### config.mk
export PLATFORM = sky130hd
export DESIGN_NAME = lc3_int_arbiter
export DESIGN_NICKNAME = d
export VERILOG_FILES = /design/src/rtl/lc3_int_arbiter.sv
export SDC_FILE = /design/constraint.sdc
export NUM_CORES = 1
export LEC_CHECK = 0
export ABC_AREA = 1
export ABC_CLOCK_PERIOD_IN_PS = 8300
export BUFFER_PORTS_ARGS = -buffer_cell sky130_fd_sc_hd__buf_2
export CAP_MARGIN = 5
export CORE_MARGIN = 2
export CORE_UTILIZATION = 53
export CTS_CLUSTER_DIAMETER = 60
export DETAILED_ROUTE_END_ITERATION = 16
export PLACE_DENSITY = 0.79
export SLEW_MARGIN = 0
export SYNTH_ARGS = -nofsm -noshare
export SYNTH_HDL_FRONTEND = slang
export SYNTH_SLANG_ARGS = --single-unit
export TNS_END_PERCENT = 30
### constraint.sdc
create_clock -name clk -period 8.3 [get_ports clk]
set_input_delay 0.83 -clock clk [delete_from_list [all_inputs] [get_ports clk]]
set_output_delay 0.83 -clock clk [all_outputs]
set_load 0.005 [all_outputs]
### src/rtl/lc3_int_arbiter.sv
// ---------------------------------------------------------------------------
// lc3_int_arbiter
//
// Multi-channel interrupt arbiter for the LC-3 core. It replaces the single
// INT input of the control FSM with NUM_CH sources. Each source has its own
// priority, enable bit and trigger mode (rising-edge or level). The winning
// request must beat the current PSR priority. It is then presented to the
// control unit as INT/INTV/intPri and held until the FSM acknowledges it in
// state INT0.
//
// Ports:
//   clk      system clock
//   rst      synchronous, active-high reset
//   irqReq   raw request lines, one bit per source
//   cfgWE    configuration write strobe
//   cfgCh    channel index for the write (indices >= NUM_CH are ignored)
//   cfgPri   priority to write
//   cfgEn    enable bit to write
//   cfgEdge  trigger mode to write (1 = rising-edge, 0 = level)
//   curPri   current PSR[10:8]
//   intAck   one-cycle acknowledge from the control FSM (INT0)
//   INT      interrupt request to the control FSM
//   INTV     vector of the presented request
//   intPri   priority of the presented request (loaded into PSR on ack)
//   pending  current pending bits, for status/debug
// ---------------------------------------------------------------------------
module lc3_int_arbiter #(
  parameter int                NUM_CH   = 8,
  parameter int                PRI_W    = 3,
  parameter int                VEC_W    = 8,
  parameter logic [VEC_W-1:0]  VEC_BASE = 8'h80
) (
  input  logic                clk,
  input  logic                rst,
  input  logic [NUM_CH-1:0]   irqReq,
  input  logic                cfgWE,
  input  logic [3:0]          cfgCh,
  input  logic [PRI_W-1:0]    cfgPri,
  input  logic                cfgEn,
  input  logic                cfgEdge,
  input  logic [PRI_W-1:0]    curPri,
  input  logic                intAck,
  output logic                INT,
  output logic [VEC_W-1:0]    INTV,
  output logic [PRI_W-1:0]    intPri,
  output logic [NUM_CH-1:0]   pending
);

  typedef enum logic [1:0] {
    IDLE,
    REQ,
    HOLD
  } stateT;

  stateT              state;

  logic [PRI_W-1:0]   chPri [NUM_CH];
  logic [NUM_CH-1:0]  chEn;
  logic [NUM_CH-1:0]  chEdge;
  logic [NUM_CH-1:0]  pendReg;
  logic [NUM_CH-1:0]  irqPrev;
  logic [3:0]         latchIdx;

  logic [NUM_CH-1:0]  eligible;
  logic [NUM_CH-1:0]  ackClr;
  logic               anyElig;
  logic [3:0]         winIdx;
  logic [PRI_W-1:0]   winPri;

  assign pending = pendReg;

  // Arbitration. A channel is a candidate when it is pending, enabled and
  // strictly above the current PSR priority, so priority 0 can never win.
  // Scanning upward and replacing only on a strictly higher priority makes
  // the lowest index win a tie. ackClr marks the committed channel's pending
  // bit for clearing when the FSM acknowledges it, but only in edge mode;
  // a level source has to drop its line itself.
  always_comb begin
    eligible = '0;
    ackClr   = '0;
    anyElig  = 1'b0;
    winIdx   = '0;
    winPri   = '0;
    for (int i = 0; i < NUM_CH; i++) begin
      eligible[i] = pendReg[i] & chEn[i] & (chPri[i] > curPri);
      ackClr[i]   = (state == REQ) && intAck && (latchIdx == 4'(i)) && chEdge[i];
      if (eligible[i] && (!anyElig || (chPri[i] > winPri))) begin
        anyElig = 1'b1;
        winIdx  = 4'(i);
        winPri  = chPri[i];
      end
    end
  end

  // Per-channel configuration registers. A write to a channel index that
  // does not exist matches no channel and is dropped.
  always_ff @(posedge clk) begin
    if (rst) begin
      for (int i = 0; i < NUM_CH; i++) begin
        chPri[i] <= '0;
      end
      chEn   <= '0;
      chEdge <= '0;
    end else if (cfgWE) begin
      for (int i = 0; i < NUM_CH; i++) begin
        if (cfgCh == 4'(i)) begin
          chPri[i]  <= cfgPri;
          chEn[i]   <= cfgEn;
          chEdge[i] <= cfgEdge;
        end
      end
    end
  end

  // Pending bits. Edge channels latch a rising edge and clear on
  // acknowledge. The set term is ORed in after the clear, so an edge that
  // lands in the acknowledge cycle survives. Level channels follow the line.
  // Edges still latch while a channel is disabled; enable only masks
  // arbitration.
  always_ff @(posedge clk) begin
    if (rst) begin
      pendReg <= '0;
      irqPrev <= '0;
    end else begin
      irqPrev <= irqReq;
      for (int i = 0; i < NUM_CH; i++) begin
        if (chEdge[i]) begin
          pendReg[i] <= (pendReg[i] & ~ackClr[i]) | (irqReq[i] & ~irqPrev[i]);
        end else begin
          pendReg[i] <= irqReq[i];
        end
      end
    end
  end

  // Request FSM with registered outputs. Once a request is presented in REQ
  // it is committed and frozen. Nothing but the acknowledge (or reset)
  // releases it, even a higher-priority arrival. HOLD gives the PSR one cycle
  // to take the new priority before the next arbitration. INTV and intPri
  // keep their last values until the next request reloads them.
  always_ff @(posedge clk) begin
    if (rst) begin
      state    <= IDLE;
      INT      <= 1'b0;
      INTV     <= '0;
      intPri   <= '0;
      latchIdx <= '0;
    end else begin
      case (state)
        IDLE: begin
          INT <= 1'b0;
          if (anyElig) begin
            INT      <= 1'b1;
            INTV     <= VEC_BASE + VEC_W'(winIdx);
            intPri   <= winPri;
            latchIdx <= winIdx;
            state    <= REQ;
          end
        end
        REQ: begin
          if (intAck) begin
            INT   <= 1'b0;
            state <= HOLD;
          end
        end
        HOLD: begin
          INT   <= 1'b0;
          state <= IDLE;
        end
        default: begin
          INT   <= 1'b0;
          state <= IDLE;
        end
      endcase
    end
  end

endmodule

==> results.tsv <==
stage	metric	value	unit
placed_design	gpl congestion	0.920	
drt	detailed-route vias per instance	5.45	
clocking	TritonCTS clock tree	done	
placed_design	total cell area at the placement stage	0.00476	sq mm
global_route	via count of the first global-routing pass	3880	
global_route	gr usage total	0.256	
synth	synthesized cell area	0.00408	sq mm
synth	most area-hungry cell type in the Yosys netlist	sky130_fd_sc_hd__dfxtp_1	
drt	Routed Antenna Nets	0	
drt	total wirelength of the detailed-routed design	11.5	mm
setup_path	data required time of the critical path	8.57	ns
synth	mean area per synthesized cell	7.85	sq um
global_route	pin count of the biggest net entering global routing	27	
run_status	violations in the final reports	setup timing	
synth	most area-consuming cells after synthesis	sky130_fd_sc_hd__dfxtp_1, sky130_fd_sc_hd__edfxtp_1, sky130_fd_sc_hd__ha_1, sky130_fd_sc_hd__nand2_1, sky130_fd_sc_hd__nand3_1	
synth	post-synthesis instance total	519	
drt	1st-iter DRT viols	316	
synth	synth unique cells	41	
setup_path	setup slack of the worst register-to-register path	-0.03	ns
sta	slew at the pin with the worst max-slew slack	0.828	ns
setup_path	R2R Path Start	chPri[0][2]	
setup_path	kind of end point of the critical path	register	
clocking	Sink Count	66	
layout	ratio of cells with drive above 1 in the final layout	0.383	
layout	number of inserted diodes	0	
layout	# nets final	701	
setup_path	most prevalent standard cell on the critical path	sky130_fd_sc_hd__nand2_2	
sta	aggregate negative setup slack	-0.808	ns
clocking	maximum level of the CTS H-tree	3	
sta	count of endpoints failing setup in the final report	6	
placed_design	placed cell count	702	
layout	Final Cell Area	0.00562	sq mm
pwr	total net switching power	0.204	mW
pwr	Design Power	0.767	mW
run_status	outcome	finished with violations	
sta	post-layout worst setup margin	-0.154	ns
floorplanning	placeable core region	0.00737	sq mm
synth	share of flip-flops with an asynchronous set or reset	0	
clocking	root buf cell	sky130_fd_sc_hd__clkbuf_8	
synth	total of flip-flops plus latches after synthesis	66	
floorplanning	num ports	44	
synth	warning count from the yosys run	0	
setup_path	Max FO, Critical Path	7	
pwr	pwr dens	136	mW/mm^2
sta	Slew Limit Fails	0	
layout	number of filler instances in the final layout	505	
setup_path	launching element type of the critical path	primary input	
synth	dominant cell by count in the synthesized netlist	sky130_fd_sc_hd__nand2_1	
floorplanning	starting utilization of the core area	0.553	
clocking	clock-pin transition on the worst setup and hold timing paths	0.08	ns
layout	fin cells	736	
drt	routed length per placed instance	15.7	microns
sta	Worst Clk Skew	0.0117	ns
pwr	total leakage power	2.55	nW
synth	predominant post-synthesis flop cell	sky130_fd_sc_hd__dfxtp_1	
synth	synth cell count leaders	sky130_fd_sc_hd__nand2_1, sky130_fd_sc_hd__inv_1, sky130_fd_sc_hd__nor2_1, sky130_fd_sc_hd__nand3_1, sky130_fd_sc_hd__ha_1	
worst_hold_path	worst hold path class	reg2reg	
clocking	number of clock buffers inserted by TritonCTS	9	
setup_path	Worst setup startpoint	curPri[2]	
sta	final critical-path required period	8.45	ns
setup_path	arrival time of the worst setup path	8.73	ns
pwr	Pint	0.563	mW
sta	Worst Hold Slack	0.462	ns
setup_path	worst r2r path cells	66	
global_route	number of antenna violations at the first check in global routing	0	
pwr	worst vdd rail ir drop	0.000136	V
pwr	power share of the combinational group	0.144	
floorplanning	die span in x	91.7	microns
drt	total vias in the final route	4014	
placed_design	Detailed Place HPWL	7.73	mm
setup_path	Slowest Stage Delay on Critical Path	0.31	ns
setup_path	capture instance of the worst register-to-register path	intPri[2]	
clocking	Longest Clk Path Bufs	2	
sta	Slew headroom	0.446	
sta	Hold Violations, Final	0	
global_route	Remaining Overflow, GRT	0	
setup_path	Crit-path slowest cell	sky130_fd_sc_hd__ha_1	
sta	Final period util	1.02	
sta	maximum clock frequency	118	MHz
clocking	clock network latency to the later pin of the worst-skew pair	0.33	ns
synth	post-synth top area share	0.206	
pwr	Sw Ratio	0.266	
sta	unrepaired setup endpoints after global routing	yes	
setup_path	worst setup path class	in2reg	
floorplanning	Die Outline Area	0.00841	sq mm
pwr	share of total power in sequential cells	0.475	
pwr	Clk pwr share	0.381	
floorplanning	height of the die	91.7	microns
placed_design	number of port buffers	39	
synth	fraction of the yosys area taken by sequential cells	0.383	
job	max-capacitance violation count	0	
drt	detailed-route DRC error count	0	
drt	number of iterations in the first detailed-routing pass	5	
global_route	first-pass GRT wire length	17.1	mm
floorplanning	Row Count	31	
synth	number of enable-type register cells in the synthesized netlist	24	
setup_path	crit path to	intPri[2]	
layout	Synth-to-Final Area Change	37.9	%
power by group through the flow:
stage | clock network (mW) | logic (mW) | registers [mW]
5_1_grt | 0.307 | 0.124 | 0.366
3_3_place_gp | 0 | 0.0854 | 0.368
2_1_floorplan | 0 | 0.0645 | 0.364
6_report | 0.292 | 0.110 | 0.365
4_1_cts | 0.292 | 0.0962 | 0.362
3_5_place_dp | 0 | 0.0919 | 0.369
worst max-delay path, delay by kind of cell:
family	cells	cell delay, ns
compound gates	11	1.34
simple gates	42	3.96
buf+inv	7	0.53
fa+ha+maj	8	2.05
metrics by stage:
stage                     utilization  worst slack, ns
after floorplan                     -           0.0177
after CTS                       0.705          0.00555
final                           0.763           -0.154
after global placement          0.646           -0.524
after global routing            0.763           -0.667
after detailed placement        0.646           -0.784
worst min-delay path by stage:
stage	from	endpoint	slack [ns]	cells past startpoint
after floorplan	chEn[0]	chEn[0]	0.44	2
after global placement	INT	INT	0.45	1
after detailed placement	INTV[7]	INTV[7]	0.45	2
after CTS	INTV[7]	INTV[7]	0.47	2
after global routing	INT	INT	0.49	1
final	INTV[7]	INTV[7]	0.46	2
cell usage in the layout (no fill, tap or decap), types with 6 or more instances in the layout:
master | netlist | final
sky130_fd_sc_hd__o21ai_1 | 5 | 9
sky130_fd_sc_hd__a21oi_2 | 5 | 10
sky130_fd_sc_hd__edfxtp_1 | 24 | 24
sky130_fd_sc_hd__o21ai_0 | 26 | 20
sky130_fd_sc_hd__inv_1 | 67 | 60
sky130_fd_sc_hd__inv_2 | 6 | 11
sky130_fd_sc_hd__buf_2 | 2 | 38
sky130_fd_sc_hd__nand2_4 | 3 | 11
sky130_fd_sc_hd__nand3_4 | 0 | 6
sky130_fd_sc_hd__clkbuf_8 | 0 | 10
sky130_fd_sc_hd__nand3_2 | 0 | 10
sky130_fd_sc_hd__ha_4 | 0 | 15
sky130_fd_sc_hd__o22ai_1 | 11 | 11
sky130_fd_sc_hd__nor2_1 | 56 | 52
sky130_fd_sc_hd__ha_1 | 45 | 29
sky130_fd_sc_hd__nand2_2 | 9 | 26
sky130_fd_sc_hd__dfxtp_1 | 42 | 42
sky130_fd_sc_hd__nand3_1 | 52 | 36
sky130_fd_sc_hd__buf_4 | 4 | 64
sky130_fd_sc_hd__buf_6 | 1 | 6
sky130_fd_sc_hd__nand2_1 | 93 | 68
sky130_fd_sc_hd__a21oi_1 | 20 | 15
layout make-up:
class / count / area, sq um / share of cell area
Clock buffer: 11 / 163 / 0.0289
Clock inverter: 5 / 56.3 / 0.0100
Inverter: 76 / 299 / 0.0532
Multi-Input combinational cell: 371 / 2680 / 0.477
Sequential cell: 66 / 1560 / 0.278
Tap cell: 99 / 124 / 0.0220
Timing Repair Buffer: 108 / 738 / 0.131
routing by layer:
metal | global-route usage | share of wire | up-vias
li1 | - | - | 1949
met1 | 0.311 | 0.41 | 1861
met2 | 0.442 | 0.50 | 167
met3 | 0.0320 | 0.057 | 37
met4 | 0.133 | 0.034 | 0
met5 | 0 | 0 | -
flip-flops by register name (all words and copies together), names as in the netlist:
name / flops
chPri: 24
chEdge: 8
chEn: 8
irqPrev: 8
pending: 8
INTV: 4
intPri: 3
state: 2
INT: 1
repair_timing:
item | 4_1_cts | 5_1_grt
setup endpoints to repair | 6 | 6
resized for setup | 26 | 84
hold buffers | 0 | 0
pin swaps | 10 | 74
setup buffers | 11 | 9
logic make-up after synthesis:
group	after synthesis	share of synthesized area
DFF	66	0.383
other	1	0.000920
and+or+nand+nor	240	0.269
adders and majority gates	45	0.138
buffers and inverters	85	0.0862
AOI/OAI and AO/OA	82	0.122
No activity file was read; power rests on OpenSTA's default activity.
